===== config.mk =====
export PLATFORM = sky130hd
export DESIGN_NAME = watchdog_flat
export DESIGN_NICKNAME = d
export VERILOG_FILES = /design/src/rtl/watchdog_pkg.sv /design/src/rtl/watchdog_if.sv /design/src/rtl/wdog_prescaler.sv /design/src/rtl/watchdog.sv /design/src/flat_wrapper.sv
export SDC_FILE = /design/constraint.sdc
export NUM_CORES = 1
export LEC_CHECK = 0
export ABC_CLOCK_PERIOD_IN_PS = 3600
export CORE_ASPECT_RATIO = 1.2
export CORE_MARGIN = 2
export CORE_UTILIZATION = 52
export DETAILED_ROUTE_END_ITERATION = 8
export PLACE_DENSITY = 0.84
export SETUP_SLACK_MARGIN = 0.05
export SLEW_MARGIN = 40
export SYNTH_ARGS = -nofsm -noshare
export SYNTH_HDL_FRONTEND = slang
export SYNTH_HIERARCHICAL = 1
export SYNTH_SLANG_ARGS = --single-unit

===== constraint.sdc =====
create_clock -name clk -period 3.6 [get_ports clk]
set_input_delay 0.36 -clock clk [delete_from_list [all_inputs] [get_ports clk]]
set_output_delay 0.36 -clock clk [all_outputs]
set_load 0.1 [all_outputs]

===== src/rtl/watchdog_pkg.sv =====
// Shared constants and bus-access decode for the watchdog timer.
// The optional window mode is selected by the WATCHDOG_WINDOW_EN macro.
package watchdog_pkg;

  localparam logic WDOG_ADDR_CFG  = 1'b0;
  localparam logic WDOG_ADDR_STAT = 1'b1;

  localparam int WDOG_EN_BIT      = 31;
  localparam int WDOG_WIN_MSB     = 30;
  localparam int WDOG_WIN_LSB     = 16;
  localparam int WDOG_TMO_MSB     = 15;
  localparam int WDOG_TMO_LSB     = 0;
  localparam int WDOG_CNT_MSB     = 31;
  localparam int WDOG_CNT_LSB     = 16;
  localparam int WDOG_EARLY_BIT   = 1;
  localparam int WDOG_EXPIRED_BIT = 0;

  localparam int WDOG_TICK_DIV_DEFAULT = 50000;

  typedef enum logic [1:0] {
    ACC_IDLE,
    ACC_READ,
    ACC_CFG_WR,
    ACC_RELOAD
  } wdog_access_e;

  function automatic wdog_access_e wdog_decode(input logic stb,
                                               input logic we,
                                               input logic addr);
    if (!stb) return ACC_IDLE;
    if (!we)  return ACC_READ;
    return (addr == WDOG_ADDR_CFG) ? ACC_CFG_WR : ACC_RELOAD;
  endfunction

endpackage


===== src/rtl/watchdog_if.sv =====
// Zero-wait-state register bus between the CPU I/O block and the watchdog.
interface watchdog_if;
  logic        stb;
  logic        we;
  logic        addr;
  logic [31:0] data_in;
  logic [31:0] data_out;
  logic        ack;

  modport master (output stb, output we, output addr, output data_in,
                  input  data_out, input ack);
  modport slave  (input  stb, input  we, input  addr, input  data_in,
                  output data_out, output ack);
endinterface


===== src/rtl/wdog_prescaler.sv =====
// Divides the system clock down to one watchdog tick every TICK_DIV cycles.
module wdog_prescaler #(
  parameter int TICK_DIV = 4
) (
  input  logic clk,
  input  logic rst,
  input  logic run,
  input  logic clr,
  output logic tick
);

  localparam int W = (TICK_DIV > 2) ? $clog2(TICK_DIV) : 1;
  localparam logic [W-1:0] LAST = W'(TICK_DIV - 1);

  logic [W-1:0] pre;

  assign tick = run && (pre == LAST);

  always_ff @(posedge clk or posedge rst) begin
    if (rst) begin
      pre <= '0;
    end else if (clr) begin
      pre <= '0;
    end else if (run) begin
      pre <= (pre == LAST) ? '0 : pre + W'(1);
    end
  end

endmodule


===== src/rtl/watchdog.sv =====
// Programmable watchdog timer: counts prescaled ticks and pulses timeout
// when software misses its reload. Window mode enabled by WATCHDOG_WINDOW_EN.
module watchdog
  import watchdog_pkg::*;
#(
  parameter int TICK_DIV = WDOG_TICK_DIV_DEFAULT
) (
  input  logic       clk,
  input  logic       rst,
  watchdog_if.slave  bus,
  output logic       timeout
);

  wdog_access_e access;
  logic         en;
  logic         expired;
  logic         early;
  logic [15:0]  tmo;
  logic [15:0]  cnt;
  logic [14:0]  win_rd;
  logic         tick;
  logic         run;
  logic         clr_pre;
  logic         count_en;
  logic         expiring;
  logic         early_reload;

  assign access   = wdog_decode(bus.stb, bus.we, bus.addr);
  assign run      = en && !expired;
  assign clr_pre  = (access == ACC_CFG_WR) || (access == ACC_RELOAD);
  assign count_en = tick && (tmo != 16'd0);
  // cnt never exceeds tmo, so cnt + 1 cannot wrap here.
  assign expiring = count_en && ((cnt + 16'd1) == tmo);

  wdog_prescaler #(
    .TICK_DIV (TICK_DIV)
  ) u_prescaler (
    .clk  (clk),
    .rst  (rst),
    .run  (run),
    .clr  (clr_pre),
    .tick (tick)
  );

`ifdef WATCHDOG_WINDOW_EN
  logic [14:0] win;

  assign win_rd       = win;
  assign early_reload = (access == ACC_RELOAD) && en && !expired &&
                        ({1'b0, cnt} < {2'b00, win});

  always_ff @(posedge clk or posedge rst) begin
    if (rst) begin
      win   <= '0;
      early <= 1'b0;
    end else if (access == ACC_CFG_WR) begin
      win   <= bus.data_in[WDOG_WIN_MSB:WDOG_WIN_LSB];
      early <= 1'b0;
    end else if (early_reload) begin
      early <= 1'b1;
    end
  end
`else
  logic unused_win_bits;

  assign win_rd          = '0;
  assign early           = 1'b0;
  assign early_reload    = 1'b0;
  assign unused_win_bits = ^bus.data_in[WDOG_WIN_MSB:WDOG_WIN_LSB];
`endif

  // Bus writes take priority over an expiring tick in the same cycle.
  always_ff @(posedge clk or posedge rst) begin
    if (rst) begin
      en      <= 1'b0;
      tmo     <= '0;
      cnt     <= '0;
      expired <= 1'b0;
      timeout <= 1'b0;
    end else begin
      timeout <= 1'b0;
      unique case (access)
        ACC_CFG_WR: begin
          en      <= bus.data_in[WDOG_EN_BIT];
          tmo     <= bus.data_in[WDOG_TMO_MSB:WDOG_TMO_LSB];
          cnt     <= '0;
          expired <= 1'b0;
        end
        ACC_RELOAD: begin
          cnt     <= '0;
          expired <= early_reload;
          timeout <= early_reload;
        end
        default: begin
          if (expiring) begin
            cnt     <= tmo;
            expired <= 1'b1;
            timeout <= 1'b1;
          end else if (count_en) begin
            cnt <= cnt + 16'd1;
          end
        end
      endcase
    end
  end

  assign bus.ack = bus.stb;

  always_comb begin
    bus.data_out = '0;
    if (access == ACC_READ) begin
      if (bus.addr == WDOG_ADDR_CFG) begin
        bus.data_out[WDOG_EN_BIT]                 = en;
        bus.data_out[WDOG_WIN_MSB:WDOG_WIN_LSB]   = win_rd;
        bus.data_out[WDOG_TMO_MSB:WDOG_TMO_LSB]   = tmo;
      end else begin
        bus.data_out[WDOG_CNT_MSB:WDOG_CNT_LSB]   = cnt;
        bus.data_out[WDOG_EARLY_BIT]              = early;
        bus.data_out[WDOG_EXPIRED_BIT]            = expired;
      end
    end
  end

endmodule


===== src/flat_wrapper.sv =====
// flat-port wrapper written by rule: the top's interface ports become plain ports
module watchdog_flat import watchdog_pkg::*;
#(
  parameter int TICK_DIV = WDOG_TICK_DIV_DEFAULT
)
  (clk, rst, timeout, bus_stb, bus_we, bus_addr, bus_data_in, bus_data_out, bus_ack);
  watchdog_if bus_i ();
  input  logic clk;
  input  logic rst;
  output logic timeout;
  input wire logic [$bits(bus_i.stb)-1:0] bus_stb;
  input wire logic [$bits(bus_i.we)-1:0] bus_we;
  input wire logic [$bits(bus_i.addr)-1:0] bus_addr;
  input wire logic [$bits(bus_i.data_in)-1:0] bus_data_in;
  output wire logic [$bits(bus_i.data_out)-1:0] bus_data_out;
  output wire logic [$bits(bus_i.ack)-1:0] bus_ack;
  assign bus_i.stb = bus_stb;
  assign bus_i.we = bus_we;
  assign bus_i.addr = bus_addr;
  assign bus_i.data_in = bus_data_in;
  assign bus_data_out = bus_i.data_out;
  assign bus_ack = bus_i.ack;
  watchdog #(.TICK_DIV(TICK_DIV)) u_core (.clk(clk), .rst(rst), .bus(bus_i), .timeout(timeout));
endmodule

==> results of run 1 <==
==> metal layers <==
layer	vias up	share of wire, %	wire (um)	global-route usage, %
li1	1582	-	-	-
met1	1619	39	3680	33.59
met2	119	54	5093	44.44
met3	13	5.0	469	3.314
met4	0	1.3	125	7.345
met5	-	0	0	0
==> critical path: cells and delay by family (launching register included) <==
kind	cells	cell delay, ns
AOI/OAI and AO/OA	2	0.65
and+or+nand+nor	4	1.85
DFF	1	0.49
adders and majority gates	1	0.28
==> path summary, 6_finish.rpt <==
kind	cells past startpoint	slack [ns]	to
hold reg to reg	1	0.50	u_core/u_prescaler/pre[15]$_DFFE_PP0P_
setup reg to reg	7	0.25	u_core/cnt[10]$_DFFE_PP0P_
max in group asynchronous	2	2.72	u_core/u_prescaler/pre[11]$_DFFE_PP0P_
hold / removal	2	0.47	u_core/u_prescaler/pre[0]$_DFFE_PP0P_
min in group clk	1	0.50	u_core/u_prescaler/pre[15]$_DFFE_PP0P_
setup / recovery	7	0.25	u_core/cnt[10]$_DFFE_PP0P_
==> state kept, by name, summed over array words and instances (netlist names) <==
signal                  flops
u_core/cnt                 16
u_core/tmo                 16
u_core/u_prescaler/pre     16
u_core/en                   1
u_core/expired              1
u_core/timeout              1
==> cell type report <==
class / instances / area share (%)
Clock buffer: 5 / 1.622
Timing Repair Buffer: 63 / 12.33
Tap cell: 87 / 2.566
Clock inverter: 3 / 0.6490
Inverter: 11 / 0.9735
Multi-Input combinational cell: 312 / 51.77
Sequential cell: 51 / 30.09
==> through the flow <==
| stage | std cells | utilization [%] |
|---|---|---|
| after floorplan | 403 | - |
| after global placement | 524 | 60.92 |
| after detailed placement | 524 | 60.84 |
| after CTS | 532 | 62.26 |
| after global routing | 532 | 62.26 |
| final | 532 | 62.26 |
==> power by group <==
group,internal (uW),switching (uW)
Clock,145,214
Sequential,623,79.3
Combinational,140,214
Total,908,507
==> layout by cell type (no fill, tap or decap), drive strengths merged, types with 2 or more instances in the layout <==
master         netlist  routed
dfrtp               51      51
buf                 11      42
and2                33      33
nand3               31      31
nand2               25      25
xnor2               24      24
nor2                22      22
clkdlybuf4s50        0      21
nor4                18      18
mux2                17      17
nand4               15      15
and3                14      14
o211ai              14      14
inv                 11      13
xor2                10      10
o32ai               10      10
or4                  7       7
nor3                 7       7
a31oi                6       6
and4                 6       6
clkbuf              18       5
or3                  5       5
o21ai                5       5
a21oi                5       5
nor4b                4       4
mux2i                4       4
a21boi               2       2
nand3b               2       2
ha                   2       2
a41oi                2       2
or2                  2       2
==> kinds of logic after synthesis <==
logic type      share of synthesized area (%)
simple gates                            30.93
compound gates                          13.95
flops                                   35.14
buf+inv                                 4.719
xor+xnor                                8.198
mux                                     6.373
fa+ha+maj                              0.6888
==> flow_summary.yaml, run 1 <==
yosys:
  yosys.area.top_type: "sky130_fd_sc_hd__dfrtp_1"
  syn-instance-count: 403
  ys_types: 59
  synth_top_cell_area_share_pct: 35.14
  synth-edff-count: 0
  postSynth.asyncResetShare_pct: 100.0
  syn_nets: 442
  yosys-top-cells-area: "sky130_fd_sc_hd__dfrtp_1, sky130_fd_sc_hd__xnor2_1, sky130_fd_sc_hd__and2_1, sky130_fd_sc_hd__mux2_2, sky130_fd_sc_hd__nand3_1"
  synthesis.area_per_instance_um2: 9.013
  yosys-top-cells-count: "sky130_fd_sc_hd__dfrtp_1, sky130_fd_sc_hd__and2_1, sky130_fd_sc_hd__nand3_1"
  yosys_warnings: 6
  yosysMostFrequentCell: "sky130_fd_sc_hd__dfrtp_1"
  synth_top_flop_cell: "sky130_fd_sc_hd__dfrtp_1"
  ys_seq_area_share_pct: 35.14
  postSynthRegisterBits: 51
  netlist_area_mm2: 0.003632
critical_path:
  worstPathCellList: "ha_1 > nand3_1 > or4_1 > a222oi_1 > nand4_1 > or3_1 > o211ai_2"
  worst_path_largest_cell_delay_ns: 0.64
  crit_fanout: 14
  worstPathArrival_ns: 3.58
  setup.worst_path.start: "u_core/cnt[0]$_DFFE_PP0P_"
  rr_startpoint: "u_core/cnt[0]$_DFFE_PP0P_"
  critPathSlowestCell: "sky130_fd_sc_hd__or4_1"
  setup.worst_path.start_class: "flip-flop"
  crit_path_end_kind: "flip-flop"
  critPathKind: "reg2reg"
  crit_required_ns: 3.83
drt:
  route.vias.total: 3333
  drtAntennaViolNets: 0
  drt-initial-drc-count: 306
  detail_route.drc_violations: 0
  viasPerCell: 6.265
  detail_route.wl_per_cell_um: 17.61
  routed_wl_mm: 9.368
  detailedRoute.firstPassIterationCount: 5
sta:
  final_setup_tns_ns: 0
  slew_limit_fails: 0
  fin_crit_sh_pct: 93.14
  timing.final.hold_violations: 0
  period_minus_slack_ns: 3.353
  setup_viol: 0
  clock.fmax_mhz: 298.2
  worst-slew-pin-transition_ns: 0.8169
  worst_hold_slack_ns: 0.4672
  skew_ns: 0.007364
  postLayoutSetupSlackWorst_ns: 0.2470
  grt_setup_unrepaired: "false"
  tightest_slew_margin_relative_to_the_limit_pct: 45.34
grt:
  groute.usage.overall_pct: 25.67
  overflow: 0
  grt_max_degree: 36
  first_global_vias: 3220
  grt_first_pass_wirelength_mm: 15.63
  antenna_found_initial: 0
die:
  die_height_um: 95.56
  io_pins: 71
  row_count: 33
  core_area_mm2: 0.006813
  initial_core_utilization_pct: 53.31
  design.die.area_mm2: 0.007673
  floorplan.die.width_um: 80.30
place:
  place.gp.congestion: 0.9132
  dp_slack_ns: 0.3552
  detailed_place_hpwl_mm: 6.804
  dpl_cell_area_mm2: 0.004145
  port_buffer_count: 55
finish:
  total_nets_final: 483
  register_area_mm2: 0.001276
  fillCellCount: 606
  drive_above_1_share_pct: 19.78
  fin_area_mm2: 0.004242
  diodes: 0
  area_growth_syn_to_layout_pct: 16.78
  multiInputGateArea_mm2: 0.002196
power_and_ir_drop:
  worst_ir_drop_vdd_mv: 0.2347
  power_density_mw_per_mm2: 333.6
  p_total_uw: 1415
  power_leakage_uw: 0.001729
clock_network:
  clkSinkCount: 51
  path_clk_slew_ns: 0.11
  clock_tree.buffer_depth: 2
  post_cts.repair.setup_buffers: 0
  post_cts_resized: 0
  numCtsBuffers: 5
  ctsRootBufferMaster: "sky130_fd_sc_hd__clkbuf_8"
  clk-insertion-delay-late_ns: 0.31
  hold_buffers: 0
  cts_htree_levels: 2
  cts_tree: "done"
run:
  max_cap_viol_count: 0
outcome:
  status: "finished clean"
hold_path:
  hold_class: "in2async"
(Power assumes the default switching activity.)
==> run 2: changes to the inputs <==
--- a/config.mk
+++ b/config.mk
@@ -6,7 +6,6 @@
 export NUM_CORES = 1
 export LEC_CHECK = 0
 export ABC_CLOCK_PERIOD_IN_PS = 3600
-export CORE_ASPECT_RATIO = 1.2
 export CORE_MARGIN = 2
 export CORE_UTILIZATION = 52
 export DETAILED_ROUTE_END_ITERATION = 8
==> flow_summary.yaml, run 2 (synthesis results as in run 1) <==
critical_path:
  worstPathArrival_ns: 3.36
  r2r_slack_ns: 0.48
  critPathKind: "reg2reg"
  setup.worst_path.start_class: "flip-flop"
  crit_fanout: 9
  crit_required_ns: 3.84
  crit_path_end_kind: "flip-flop"
clock_network:
  cts_tree: "done"
  post_cts.repair.setup_buffers: 0
  hold_buffers: 0
  path_clk_slew_ns: 0.11
  numCtsBuffers: 5
  post_cts_resized: 0
  cts_htree_levels: 2
  ctsRootBufferMaster: "sky130_fd_sc_hd__clkbuf_8"
  clock_tree.buffer_depth: 2
  clk-insertion-delay-late_ns: 0.32
  clkSinkCount: 51
grt:
  global_route.usage.met2_pct: 37.60
  gr-usage-met3_pct: 3.393
  antenna_found_initial: 0
  grt.busiest_layer: "met1"
  groute.usage.overall_pct: 24.91
  grtUsageMet1_pct: 37.99
  grt_max_degree: 36
  overflow: 0
  grt_first_pass_wirelength_mm: 15.15
  first_global_vias: 3060
power_and_ir_drop:
  worst_ir_drop_vdd_mv: 0.2303
  power_density_mw_per_mm2: 348.1
  netSwitchingFraction_pct: 33.68
  cellInternalPower_uw: 990.2
  clock_power_share_pct: 28.7
  power_leakage_uw: 0.001752
  part_of_the_total_power_dissipated_in_sequential_elements_pct: 47.5
  power.switching_uw: 502.7
  combPwrFrac_pct: 23.9
place:
  place.gp.congestion: 0.8977
  dpl_cell_area_mm2: 0.004172
  detailed_place_hpwl_mm: 6.750
  port_buffer_count: 55
finish:
  drive_above_1_share_pct: 20.13
  layout_commonest_cell: "sky130_fd_sc_hd__dfrtp_1"
  mostFrequentLayoutCells: "sky130_fd_sc_hd__dfrtp_1, sky130_fd_sc_hd__buf_4, sky130_fd_sc_hd__and2_1, sky130_fd_sc_hd__nand3_1, sky130_fd_sc_hd__nand2_1"
  fin_area_mm2: 0.004289
  layout_top_registers: "u_core/cnt (16), u_core/tmo (16), u_core/u_prescaler/pre (16)"
  total_nets_final: 485
  diodes: 0
  area_growth_syn_to_layout_pct: 18.08
die:
  core_area_mm2: 0.006794
  die_height_um: 87.58
  floorplan.die.width_um: 87.58
  design.die.area_mm2: 0.007669
  initial_core_utilization_pct: 53.46
  row_count: 30
  io_pins: 71
sta:
  grt_setup_unrepaired: "false"
  slew_limit_fails: 0
  worst-slew-pin-transition_ns: 0.7641
  timing.final.hold_violations: 0
  setup_viol: 0
  fin_crit_sh_pct: 86.56
  clock.fmax_mhz: 320.9
  skew_ns: 0.01712
  final_setup_tns_ns: 0
  tightest_slew_margin_relative_to_the_limit_pct: 48.88
  period_minus_slack_ns: 3.116
hold_path:
  hold_class: "in2async"
drt:
  routed_wl_mm: 9.408
  detail_route.wl_per_cell_um: 17.33
  detail_route.drc_violations: 0
  viasPerCell: 6.304
  drt-initial-drc-count: 393
  route.vias.total: 3423
  detailedRoute.firstPassIterationCount: 5
  drtAntennaViolNets: 0
outcome:
  status: "finished clean"
run:
  max_cap_viol_count: 0
## run 2: cell count changes in the layout (fill, tap and decap cells not counted), sizes merged
cell      previous run  this run
clkinvlp             1         0
inv                 13        11
buf                 42        44
clkbuf               5         6
clkinv               0         1
bufinv               0         1
## run 2: path summary, 6_finish.rpt
check / to / from / cells past startpoint
min: u_core/u_prescaler/pre[13]$_DFFE_PP0P_ / rst / 2
max: u_core/cnt[5]$_DFFE_PP0P_ / u_core/cnt[0]$_DFFE_PP0P_ / 7
max reg2reg: u_core/cnt[5]$_DFFE_PP0P_ / u_core/cnt[0]$_DFFE_PP0P_ / 7
max in group asynchronous: u_core/u_prescaler/pre[1]$_DFFE_PP0P_ / rst / 2
min reg2reg: u_core/u_prescaler/pre[15]$_DFFE_PP0P_ / u_core/u_prescaler/pre[15]$_DFFE_PP0P_ / 1
min in group clk: u_core/u_prescaler/pre[15]$_DFFE_PP0P_ / u_core/u_prescaler/pre[15]$_DFFE_PP0P_ / 1
## run 2: stage by stage
| step | utilization, % | hold slack, ns | instances | total power (uW) | worst slack [ns] |
|---|---|---|---|---|---|
| 5_1_grt | 63.13 | 0.5028 | 543 | 1555 | 0.3379 |
| 3_3_place_gp | 61.47 | 0.4938 | 535 | 1057 | 0.6332 |
| 4_1_cts | 63.13 | 0.4767 | 543 | 1490 | 0.5496 |
| 6_report | 63.13 | 0.4441 | 543 | 1493 | 0.4837 |
| 3_5_place_dp | 61.40 | 0.4869 | 535 | 1068 | 0.5657 |
| 2_1_floorplan | - | 0.2737 | 403 | 950.4 | 0.6398 |
## run 2: metal layers
metal,vias to the layer above,share of wire (%)
met3,19,8.7
met5,-,0
met2,170,45
met1,1643,44
met4,0,1.7
li1,1591,-
## run 2: cell type report
cell class	count	area, um2
inverters	11	41.29
multi-input cells	312	2196
fillers	580	2505
clock buffers	6	82.58
well taps	96	120.1
repair buffers	65	538.0
clock inverters	2	35.03
flip-flops and latches	51	1276
## run 2: power by group through the flow
| stage | sequential [uW] | combinational [uW] | clock, uW |
|---|---|---|---|
| after global placement | 713 | 344 | 0 |
| after global routing | 715 | 384 | 457 |
| after floorplan | 684 | 267 | 0 |
| after CTS | 704 | 354 | 432 |
| final | 709 | 357 | 428 |
| after detailed placement | 715 | 353 | 0 |
## run 2: critical path, cell delays in order, from the launching register on
cell and delay (ns):
sky130_fd_sc_hd__dfrtp_1 0.50, sky130_fd_sc_hd__ha_1 0.30, sky130_fd_sc_hd__nand3_1 0.26, sky130_fd_sc_hd__or4_1 0.57, sky130_fd_sc_hd__a222oi_1 0.36, sky130_fd_sc_hd__nand4_1 0.16, sky130_fd_sc_hd__or3_1 0.64, sky130_fd_sc_hd__o211ai_2 0.26
==> run 3: changes to the inputs <==
--- a/config.mk
+++ b/config.mk
@@ -11,7 +11,7 @@
 export DETAILED_ROUTE_END_ITERATION = 8
 export PLACE_DENSITY = 0.84
 export SETUP_SLACK_MARGIN = 0.05
-export SLEW_MARGIN = 40
+export SLEW_MARGIN = 0
 export SYNTH_ARGS = -nofsm -noshare
 export SYNTH_HDL_FRONTEND = slang
 export SYNTH_HIERARCHICAL = 1
==> flow_summary.yaml, run 3 (synthesis results as in run 1) <==
critical_path:
  setup.worst_path.start_class: "flip-flop"
  critPathSlowestCell: "sky130_fd_sc_hd__or3_1"
  crit_path_end_kind: "flip-flop"
  worstPathCellList: "ha_1 > nand3_1 > or4_1 > a222oi_1 > nand4_1 > or3_1 > o211ai_2"
  crit_fanout: 9
  worstPathArrival_ns: 3.35
  crit_required_ns: 3.82
  worst_path_largest_cell_delay_ns: 0.63
  critPathKind: "reg2reg"
die:
  initial_core_utilization_pct: 53.46
  core_area_mm2: 0.006794
  floorplan.die.width_um: 87.58
  design.die.area_mm2: 0.007669
  row_count: 30
  io_pins: 71
  die_height_um: 87.58
sta:
  clock.fmax_mhz: 319.0
  fin_crit_sh_pct: 87.07
  timing.final.hold_violations: 0
  period_minus_slack_ns: 3.134
  final_setup_tns_ns: 0
  setup_viol: 0
  skew_ns: 0.02169
  grt_setup_unrepaired: "false"
  worst-slew-pin-transition_ns: 0.9596
  slew_limit_fails: 0
  tightest_slew_margin_relative_to_the_limit_pct: 35.83
grt:
  grtUsageMet1_pct: 37.84
  antenna_found_initial: 0
  gr-usage-met3_pct: 3.959
  groute.usage.overall_pct: 25.30
  first_global_vias: 3119
  grt_max_degree: 36
  overflow: 0
  grt.busiest_layer: "met2"
  global_route.usage.met2_pct: 38.22
  grt_first_pass_wirelength_mm: 15.44
finish:
  drive_above_1_share_pct: 19.91
  layout_commonest_cell: "sky130_fd_sc_hd__dfrtp_1"
  mostFrequentLayoutCells: "sky130_fd_sc_hd__dfrtp_1, sky130_fd_sc_hd__buf_4, sky130_fd_sc_hd__and2_1, sky130_fd_sc_hd__nand3_1, sky130_fd_sc_hd__nand2_1"
  diodes: 0
  total_nets_final: 485
  area_growth_syn_to_layout_pct: 18.22
  fin_area_mm2: 0.004294
  layout_top_registers: "u_core/cnt (16), u_core/tmo (16), u_core/u_prescaler/pre (16)"
clock_network:
  ctsRootBufferMaster: "sky130_fd_sc_hd__clkbuf_8"
  numCtsBuffers: 5
  cts_tree: "done"
  path_clk_slew_ns: 0.09
  cts_htree_levels: 2
  clkSinkCount: 51
  post_cts_resized: 0
  post_cts.repair.setup_buffers: 0
  clk-insertion-delay-late_ns: 0.31
  clock_tree.buffer_depth: 2
  hold_buffers: 0
run:
  max_cap_viol_count: 0
drt:
  route.vias.total: 3384
  detail_route.drc_violations: 0
  detail_route.wl_per_cell_um: 17.58
  drt-initial-drc-count: 421
  detailedRoute.firstPassIterationCount: 6
  viasPerCell: 6.232
  routed_wl_mm: 9.546
  drtAntennaViolNets: 0
hold_path:
  hold_class: "in2async"
place:
  place.gp.congestion: 0.8977
  port_buffer_count: 55
  dpl_cell_area_mm2: 0.004177
  detailed_place_hpwl_mm: 6.776
power_and_ir_drop:
  power_density_mw_per_mm2: 346.4
  p_total_uw: 1487
  power_leakage_uw: 0.001750
  worst_ir_drop_vdd_mv: 0.2328
outcome:
  status: "finished clean"
-- run 3: cell types whose count changed in the layout (fill, tap and decap cells not counted) --
cell | before | now
sky130_fd_sc_hd__buf_2 | 1 | 0
sky130_fd_sc_hd__clkdlybuf4s50_1 | 21 | 22
-- run 3: stage by stage --
stage / worst slack (ns) / util, % / hold WS [ns] / instances
3_3_place_gp: 0.6332 / 61.47 / 0.4938 / 535
4_1_cts: 0.5386 / 63.20 / 0.4789 / 543
2_1_floorplan: 0.6398 / - / 0.2737 / 403
6_report: 0.4656 / 63.20 / 0.4583 / 543
3_5_place_dp: 0.5702 / 61.47 / 0.4860 / 535
5_1_grt: 0.3505 / 63.20 / 0.5108 / 543
-- run 3: per-layer routing --
layer  up-vias  wire [um]
met3        16        745
met1      1610       4366
met4         0        125
met2       173       4308
li1       1585          -
met5         -          0
-- run 3: area by class of cell --
| class | instances | area [um2] |
|---|---|---|
| well taps | 96 | 120.1 |
| flip-flops and latches | 51 | 1276 |
| clock inverters | 2 | 35.03 |
| fillers | 583 | 2500 |
| multi-input cells | 312 | 2196 |
| inverters | 11 | 41.29 |
| repair buffers | 65 | 543.0 |
| clock buffers | 6 | 82.58 |
-- run 3: path summary, 6_finish.rpt --
check / startpoint / to / slack [ns] / depth (start not counted)
max: u_core/cnt[0]$_DFFE_PP0P_ / u_core/cnt[3]$_DFFE_PP0P_ / 0.47 / 7
min: rst / u_core/u_prescaler/pre[9]$_DFFE_PP0P_ / 0.46 / 2
max reg2reg: u_core/cnt[0]$_DFFE_PP0P_ / u_core/cnt[3]$_DFFE_PP0P_ / 0.47 / 7
min reg2reg: u_core/u_prescaler/pre[15]$_DFFE_PP0P_ / u_core/u_prescaler/pre[15]$_DFFE_PP0P_ / 0.50 / 1
max in group asynchronous: rst / u_core/u_prescaler/pre[11]$_DFFE_PP0P_ / 2.74 / 2
min in group clk: u_core/u_prescaler/pre[15]$_DFFE_PP0P_ / u_core/u_prescaler/pre[15]$_DFFE_PP0P_ / 0.50 / 1
-- run 3: report_power, final --
group	total (uW)	internal, uW	switching [uW]
clock network	423	225	198
registers	708	623	84.4
logic	357	142	215
-- run 3: critical path: cells and delay by family, from the launching register on --
kind	cells	cell delay, ns
flops	1	0.51
fa+ha+maj	1	0.31
compound gates	2	0.60
simple gates	4	1.61
